**src/rtl/q_add_arbiter.sv**
```systemverilog
// Round-robin arbiter in front of one shared saturating adder with a one-deep result register.
// Data width and clamp limits come from the FIXED_* defines (include.vh); defaults below give a 16-bit build.
`ifndef FIXED_WIDTH
`define FIXED_WIDTH 16
`endif
`ifndef FIXED_MAX
`define FIXED_MAX 16'h7FFF
`endif
`ifndef FIXED_MIN
`define FIXED_MIN 16'h8000
`endif

module q_add_arbiter #(
    parameter int NUM_REQ = 4
) (
    input  logic                              clk,
    input  logic                              rst,
    input  logic [NUM_REQ-1:0]                req_valid,
    input  logic [NUM_REQ*`FIXED_WIDTH-1:0]   req_a,
    input  logic [NUM_REQ*`FIXED_WIDTH-1:0]   req_b,
    output logic [NUM_REQ-1:0]                req_ready,
    output logic                              resp_valid,
    input  logic                              resp_ready,
    output logic [`FIXED_WIDTH-1:0]           resp_data,
    output logic [$clog2(NUM_REQ)-1:0]        resp_id,
    output logic                              resp_sat,
    input  logic                              clr_stats,
    output logic [15:0]                       sat_count
);
    localparam int W   = `FIXED_WIDTH;
    localparam int IDW = $clog2(NUM_REQ);
    localparam logic signed [W-1:0]   SMAX    = `FIXED_MAX;
    localparam logic signed [W-1:0]   SMIN    = `FIXED_MIN;
    localparam logic signed [2*W-1:0] MAX_EXT = {{W{SMAX[W-1]}}, SMAX};
    localparam logic signed [2*W-1:0] MIN_EXT = {{W{SMIN[W-1]}}, SMIN};

    logic                   r_resp_valid;
    logic [W-1:0]           r_resp_data;
    logic [IDW-1:0]         r_resp_id;
    logic                   r_resp_sat;
    logic [IDW-1:0]         r_rr_ptr;
    logic [15:0]            r_sat_count;

    logic                   w_slot_free;
    logic                   w_found;
    logic                   w_accept;
    logic [IDW-1:0]         w_gidx;
    logic [IDW-1:0]         w_rr_next;
    logic [W-1:0]           w_a;
    logic [W-1:0]           w_b;
    logic signed [2*W-1:0]  w_sum;
    logic [W-1:0]           w_res;
    logic                   w_sat;

    assign w_slot_free = !r_resp_valid || resp_ready;

    // Grant search depends only on req_valid and state, never on operand data.
    always_comb begin
        w_found = 1'b0;
        w_gidx  = '0;
        for (int off = 0; off < NUM_REQ; off++) begin
            int j;
            j = int'(r_rr_ptr) + off;
            if (j >= NUM_REQ) j = j - NUM_REQ;
            if (!w_found && req_valid[j]) begin
                w_found = 1'b1;
                w_gidx  = IDW'(j);
            end
        end
    end

    assign w_accept  = w_slot_free && w_found && !rst;
    assign w_rr_next = (w_gidx == IDW'(NUM_REQ-1)) ? '0 : w_gidx + 1'b1;

    always_comb begin
        req_ready = '0;
        if (w_accept) req_ready[w_gidx] = 1'b1;
    end

    assign w_a   = req_a[w_gidx*W +: W];
    assign w_b   = req_b[w_gidx*W +: W];
    assign w_sum = {{W{w_a[W-1]}}, w_a} + {{W{w_b[W-1]}}, w_b};

    always_comb begin
        w_res = w_sum[W-1:0];
        w_sat = 1'b0;
        if (w_sum > MAX_EXT) begin
            w_res = SMAX;
            w_sat = 1'b1;
        end else if (w_sum < MIN_EXT) begin
            w_res = SMIN;
            w_sat = 1'b1;
        end
    end

    always_ff @(posedge clk or posedge rst) begin
        if (rst) begin
            r_resp_valid <= 1'b0;
            r_resp_data  <= '0;
            r_resp_id    <= '0;
            r_resp_sat   <= 1'b0;
            r_rr_ptr     <= '0;
        end else if (w_accept) begin
            r_resp_valid <= 1'b1;
            r_resp_data  <= w_res;
            r_resp_id    <= w_gidx;
            r_resp_sat   <= w_sat;
            r_rr_ptr     <= w_rr_next;
        end else if (r_resp_valid && resp_ready) begin
            r_resp_valid <= 1'b0;
        end
    end

    // Clear wins over a same-cycle increment; the counter sticks at all-ones.
    always_ff @(posedge clk or posedge rst) begin
        if (rst) begin
            r_sat_count <= '0;
        end else if (clr_stats) begin
            r_sat_count <= '0;
        end else if (w_accept && w_sat && (r_sat_count != 16'hFFFF)) begin
            r_sat_count <= r_sat_count + 16'd1;
        end
    end

    assign resp_valid = r_resp_valid;
    assign resp_data  = r_resp_data;
    assign resp_id    = r_resp_id;
    assign resp_sat   = r_resp_sat;
    assign sat_count  = r_sat_count;

endmodule

```
**config.mk**
```make
export PLATFORM = sky130hd
export DESIGN_NAME = q_add_arbiter
export DESIGN_NICKNAME = d
export VERILOG_FILES = /design/src/rtl/q_add_arbiter.sv
export SDC_FILE = /design/constraint.sdc
export NUM_CORES = 1
export LEC_CHECK = 0
export ABC_AREA = 1
export CORE_MARGIN = 1.5
export CORE_UTILIZATION = 46
export CTS_BUF_LIST = sky130_fd_sc_hd__clkbuf_4 sky130_fd_sc_hd__clkbuf_8
export CTS_CLUSTER_SIZE = 25
export DETAILED_ROUTE_END_ITERATION = 8
export DONT_BUFFER_PORTS = 1
export PLACE_DENSITY_LB_ADDON = 0.3
export SLEW_MARGIN = 20
export SYNTH_ARGS = -nofsm -noshare
export SYNTH_HDL_FRONTEND = slang
export SYNTH_SLANG_ARGS = --single-unit
export TNS_END_PERCENT = 20
```
**constraint.sdc**
```tcl
create_clock -name clk -period 3.26 [get_ports clk]
set_input_delay 0.815 -clock clk [delete_from_list [all_inputs] [get_ports clk]]
set_output_delay 0.815 -clock clk [all_outputs]
set_load 0.02 [all_outputs]
```
======== Word level (Yosys, flattened, before mapping) ========
Cells that the tools add are included.
storage, ports and cells
  register bits ........................... 38
  bits in latches ......................... 0
  bits in writable memories ............... 0
  memory bits (read-only) ................. 0
  output and inout port bits .............. 40
  logic and storage cells ................. 85
  memories kept ........................... 0
operators by class
  add/sub/neg operators ................... 10
  $mul .................................... 0
  divide/modulo/power cells ............... 0
  magnitude comparators ................... 12
  eq/ne operators ......................... 2
  shift-type cells ........................ 2
  multiplexer cells ....................... 36
  bitwise operators ....................... 0
  reduce and logical (&&, ||, !) cells .... 17
operators with widths
  kind                     count
  $lt A32 B4 Y1 const B    4
  $mux W32                 4
  $shiftx A64 B7 Y16       2
  $mux W16                 4
  $add A16 B16 Y17         1
  $gt A17 B16 Y1 const B   1
  $lt A17 B16 Y1 const B   1
  $mux W1                  17
  $add A16 B1 Y16 const B  1
  $ne A16 B16 Y1 const B   1
  $sub A3 B3 Y4 const B    3
  $mux W2                  5
  $ge A3 B3 Y1 const B     3
  $logic_and A1 B1 Y1      9
  $bmux W1 S2              4
  $add A2 B2 Y3 const B    2
  $logic_not A1 Y1         5
  $mux W4                  1
  $reduce_bool A2 Y1       2
  $sub A2 B3 Y4 const B    1
  $add A2 B1 Y3 const B    1
  $ge A2 B3 Y1 const B     1
  $lt A2 B3 Y1 const B     1
  $add A2 B1 Y2 const B    1
  other kinds (4)          4

======== Longest topological paths before layout ========
  depth in word-level cells ............... 24
  mapped depth ............................ 34
  gate-level depth less buffers ........... 31

======== Least setup slack after synthesis ========
No wires, ideal clock.
  path kind ............................... input port to flip-flop
  start point ............................. in req_valid[3]
  end point ............................... reg r_sat_count[0] (netlist: sat_count[0])
  setup time .............................. 120 ps
  data arrival time ....................... 3627 ps
  data required time ...................... 3140 ps
  slack ................................... -487 ps
  cell stages on the path ................. 32
  buffers on the path ..................... 2
  cells stage by stage .................... nand2_1 nand2_2 nand2_1 nand2_2 nor2_4 nand3b_1 nand2_2 nand2_4 inv_4 buf_4 nor2_1 nor2_1 o21ai_1 nand2_1 ha_1 inv_1 fa_1 inv_1 nand2_1 nand2_1 nand3_1 nand2_2 nand2_1 nand2_1 nand2_1 nand2_1 nand2_1 nand2_2 nand3_4 buf_6 nand3_1 nand2_1
between the ends
  cells in the longest elaborated chain, start to end .. 21
  elaborated cells on any way between the ends .. 38
RTL lines
  element                                      RTL line  RTL
  from (decl)                                  18        input logic [NUM_REQ-1:0] req_valid,
  $bmux W1 S2                                  65        if (!w_found && req_valid[j]) begin
  $mux W1 (not written as such) (2 in series)  65
  $mux W1                                      65
  $logic_not A1 Y1                             65
  $logic_and A1 B1 Y1                          65
  $mux W1                                      65
  $logic_not A1 Y1                             65
  $logic_and A1 B1 Y1                          65
  [3 not listed]                               n/a
  $mux W2                                      65
  $shiftx A64 B7 Y16 (on tied branches)        80, 81
  $add A16 B16 Y17                             82        assign w_sum = {{W{w_a[W-1]}}, w_a} + {{W{w_b[W-1]}}, w_b};
  $lt A17 B16 Y1                               90        end else if (w_sum < MIN_EXT) begin
  $mux W1                                      90
  $mux W1                                      87        if (w_sum > MAX_EXT) begin
  $logic_and A1 B1 Y1 * (2 in series)          120       end else if (w_accept && w_sat && (r_sat_count != 16'hFFFF)) begin
  $reduce_bool A2 Y1 (no line) *               n/a
  to (signal assigned)                         121       r_sat_count <= r_sat_count + 16'd1;
  to (decl)                                    42        logic [15:0] r_sat_count;
Mark *: on every way between the ends. The rest lies on a longest branch, timed or not. The select of a mux whose other input is x is not followed.
A chain may end at the register's enable or synchronous reset.

======== Worst setup path after layout ========
  start point ............................. reg r_rr_ptr[0]
  end point ............................... reg r_sat_count[2] (netlist: sat_count[2])
between the ends
  cells in the longest elaborated chain, start to end .. 23
  elaborated cells on any way between the ends .. 53
RTL lines
  element                                                 RTL line  RTL
  from (decl)                                             41        logic [IDW-1:0] r_rr_ptr;
  from (signal assigned)                                  108       r_rr_ptr <= w_rr_next;
  branches (longest 20 deep; another with $sub A3 B3 Y4)  n/a
  $logic_and A1 B1 Y1 * (2 in series)                     120
  $reduce_bool A2 Y1 (no line) *                          n/a
Every way passes the cells marked *. The select of a mux whose other input is x is not followed.

==> run metrics <==
RSZ-0062 raised after global routing yes; drt wl/cell 16.70 µm; EDFF count, synth 0; Max H-tree Level 2; GRT overflow 0; vias in the first global route between 4000 and 5000; Synth top area share 0.2166; number of fill cells roughly 800; Ant. Diodes 0; syn avg cell area around 6.5 µm²; layout cell share with drive strength beyond 1 0.2938; fin crit share 1.204; largest net degree at the start of global routing 39; syn nets about 830; Most Crowded Layer GR met2; Setup violations, final 37; worst min path class primary input to register; CP startpoint kind register; post-synthesis mux area share 0; complex-gate fraction of the synthesized area 0.1476; dominant synthesized flop cell dfrtp_1; routing usage on met2 0.4548; WS Path Type register to register; Max-slew headroom 0.3203; drt drc 0; HPWL Detailed between 10000 and 15000 µm; worst path required time between 3 and 4 ns; Pre-antenna DRT Iters 5; clock-pin slew on the worst setup and hold paths 0.08 ns; synth unique cells 40; main combinational cell family by area after synthesis simple AND/OR/NAND/NOR gates; initial antenna violation count 0; peak per-stage delay on the critical path between 0.4 and 0.5 ns; M3 GR Usage 0.06103; Mapped Cells a little under 700; CTS tree built; R2R Path Start r_rr_ptr[0]; CP Launch Point r_rr_ptr[0]; via count 4981; Worst path most repeated cell nand2_2; minimum clock period 3.924 ns; Post-Syn Area roughly 4400 µm²; met1 Use GR 0.3255; Syn-to-layout area delta 35.54%; Synth area leaders dfrtp_1, nand2_1, nor2_1; Synth Area in Adders 0.06441; worst-skew pair later-pin latency 0.30 ns; worst-case clock buffer depth 2; Commonest cells post-synth nand2_1, nor2_1, inv_1, nand3_1, dfrtp_1; nets@finish about 920; post-route ant nets 0; worst-path fanout max 19; 1st-iter DRT viols ~320; failing checks negative setup slack; setup ws final -0.6641 ns; Worst-Margin Slew 1.018 ns; critical path endpoint category register; Total Routing Usage GR 0.2626; post-synthesis simple-gate area fraction 0.4195; Max Freq between 200 and 300 MHz; Die H 100.7 µm; Max Slew Vio Count 0; initial core utilization 0.4752; first-pass GRT wire length approximately 21000 µm; CP arrival around 4.2 ns; Hold Vio Cnt, Final 0; slowest library cell on the worst path dfrtp_2; clock buffer count from CTS 5; clk_skew about 0.012 ns; most common cell in the netlist nand2_1; synthesized flop and latch total 38; Die Wd 100.7 µm; total of max-cap violations 0; vias per cell 5.609; dominant cell type by area after synthesis dfrtp_1; Yosys warning count 0; RePlAce Congestion around 0.95; Core Region 9240 µm²; run status finished, violations left; # rows 35; CTS root buffer clkbuf_8; hold_sp resp_ready; Synth async-reset ratio 1.000; io pins approximately 180; Post-Synth XOR/XNOR Area 0.04189; clock sinks 38; port bufs 0; final wirelength roughly 15000 µm; Die ar. 10140 µm²; Seq/Total Area, Yosys 0.2166; Final Core Density 0.6440
registers in the layout, indices dropped and copies added, names as in the netlist:
name / flops
r_rr_ptr: 2
resp_data: 16
resp_id: 2
resp_sat: 1
resp_valid: 1
sat_count: 16
worst paths after layout:
kind	slack, ns	endpoint	cells past startpoint
worst max-delay path	-0.66	sat_count[2]	29
worst min-delay path	0.62	resp_valid	1
worst max register to register	-0.66	sat_count[2]	29
worst min register to register	0.66	resp_id[0]	2
max in group asynchronous	2.25	r_rr_ptr[0]	2
min in group asynchronous	0.66	resp_data[11]	2
area by class of cell:
| class | instances | area, µm² | share of cell area |
|---|---|---|---|
| sequential | 38 | 952.2 | 0.1600 |
| clock inverter | 2 | 16.27 | 0.002733 |
| clock buffer | 6 | 82.58 | 0.01388 |
| timing repair buffer | 103 | 1023 | 0.1720 |
| tap | 129 | 161.4 | 0.02712 |
| inverter | 70 | 275.3 | 0.04626 |
| multi-input combinational | 539 | 3431 | 0.5765 |
| timing repair inverter | 1 | 8.758 | 0.001472 |
worst max-delay path: cells and delay by family (launching register included):
family	cells	cell delay (ns)
simple gates	22	2.15
compound gates	2	0.24
fa+ha+maj	1	0.23
flops	1	0.46
buf+inv	4	0.77
per-stage QoR:
stage               cells  instance area (µm²)  worst slack [ns]  hold WS, ns  setup TNS [ns]
global route          888                 5951           -0.9170       0.6323          -27.10
finish                888                 5951           -0.6641       0.6182          -18.06
global placement      853                 5072           -0.6373       0.6243          -18.95
floorplan             675                 4461           -0.3681       0.5910          -9.946
CTS                   869                 5418           -0.5043       0.6158          -14.52
detailed placement    853                 5072           -0.8203       0.6396          -24.21
what timing repair did:
item / in CTS / in global routing
buffers inserted: 3 / 13
resized for setup: 25 / 63
hold buffers: 0 / 0
gates cloned: 5 / 6
pin swaps: 2 / 26
setup endpoints to repair: 36 / 37
routing by layer:
metal / wire length, µm / up-vias
li1: - / 2386
met1: 6090 / 2307
met2: 7098 / 239
met3: 1236 / 49
met4: 404 / 0
met5: 0 / -
placed cells by master (no fill, tap or decap), types with 7 or more instances in the layout:
master     synthesis  routed
nand2_2           12      29
inv_2              5      10
ha_4               0      14
nand2_4            4      16
nand3_1           48      38
inv_1             63      58
a21oi_1           12       7
nand2_1          166     137
or2_0             28      28
o211ai_1          30      30
dfrtp_1           38      37
buf_4              6      82
o21ai_1           30      31
nor3_1             8       7
a2bb2oi_1         15      15
xor2_1            17      17
buf_12             0       7
nor2_1            84      78
nand3_2            1      11
nand4_1           20      20
kinds of logic after synthesis:
group,Yosys count
and+or+nand+nor,393
buffers and inverters,101
AOI/OAI and AO/OA,100
DFF,38
adders and majority gates,22
xor gates and xnor gates,21
Power is not shown: default switching activity piles up to over one toggle a cycle in this logic, so the estimate is an artifact.
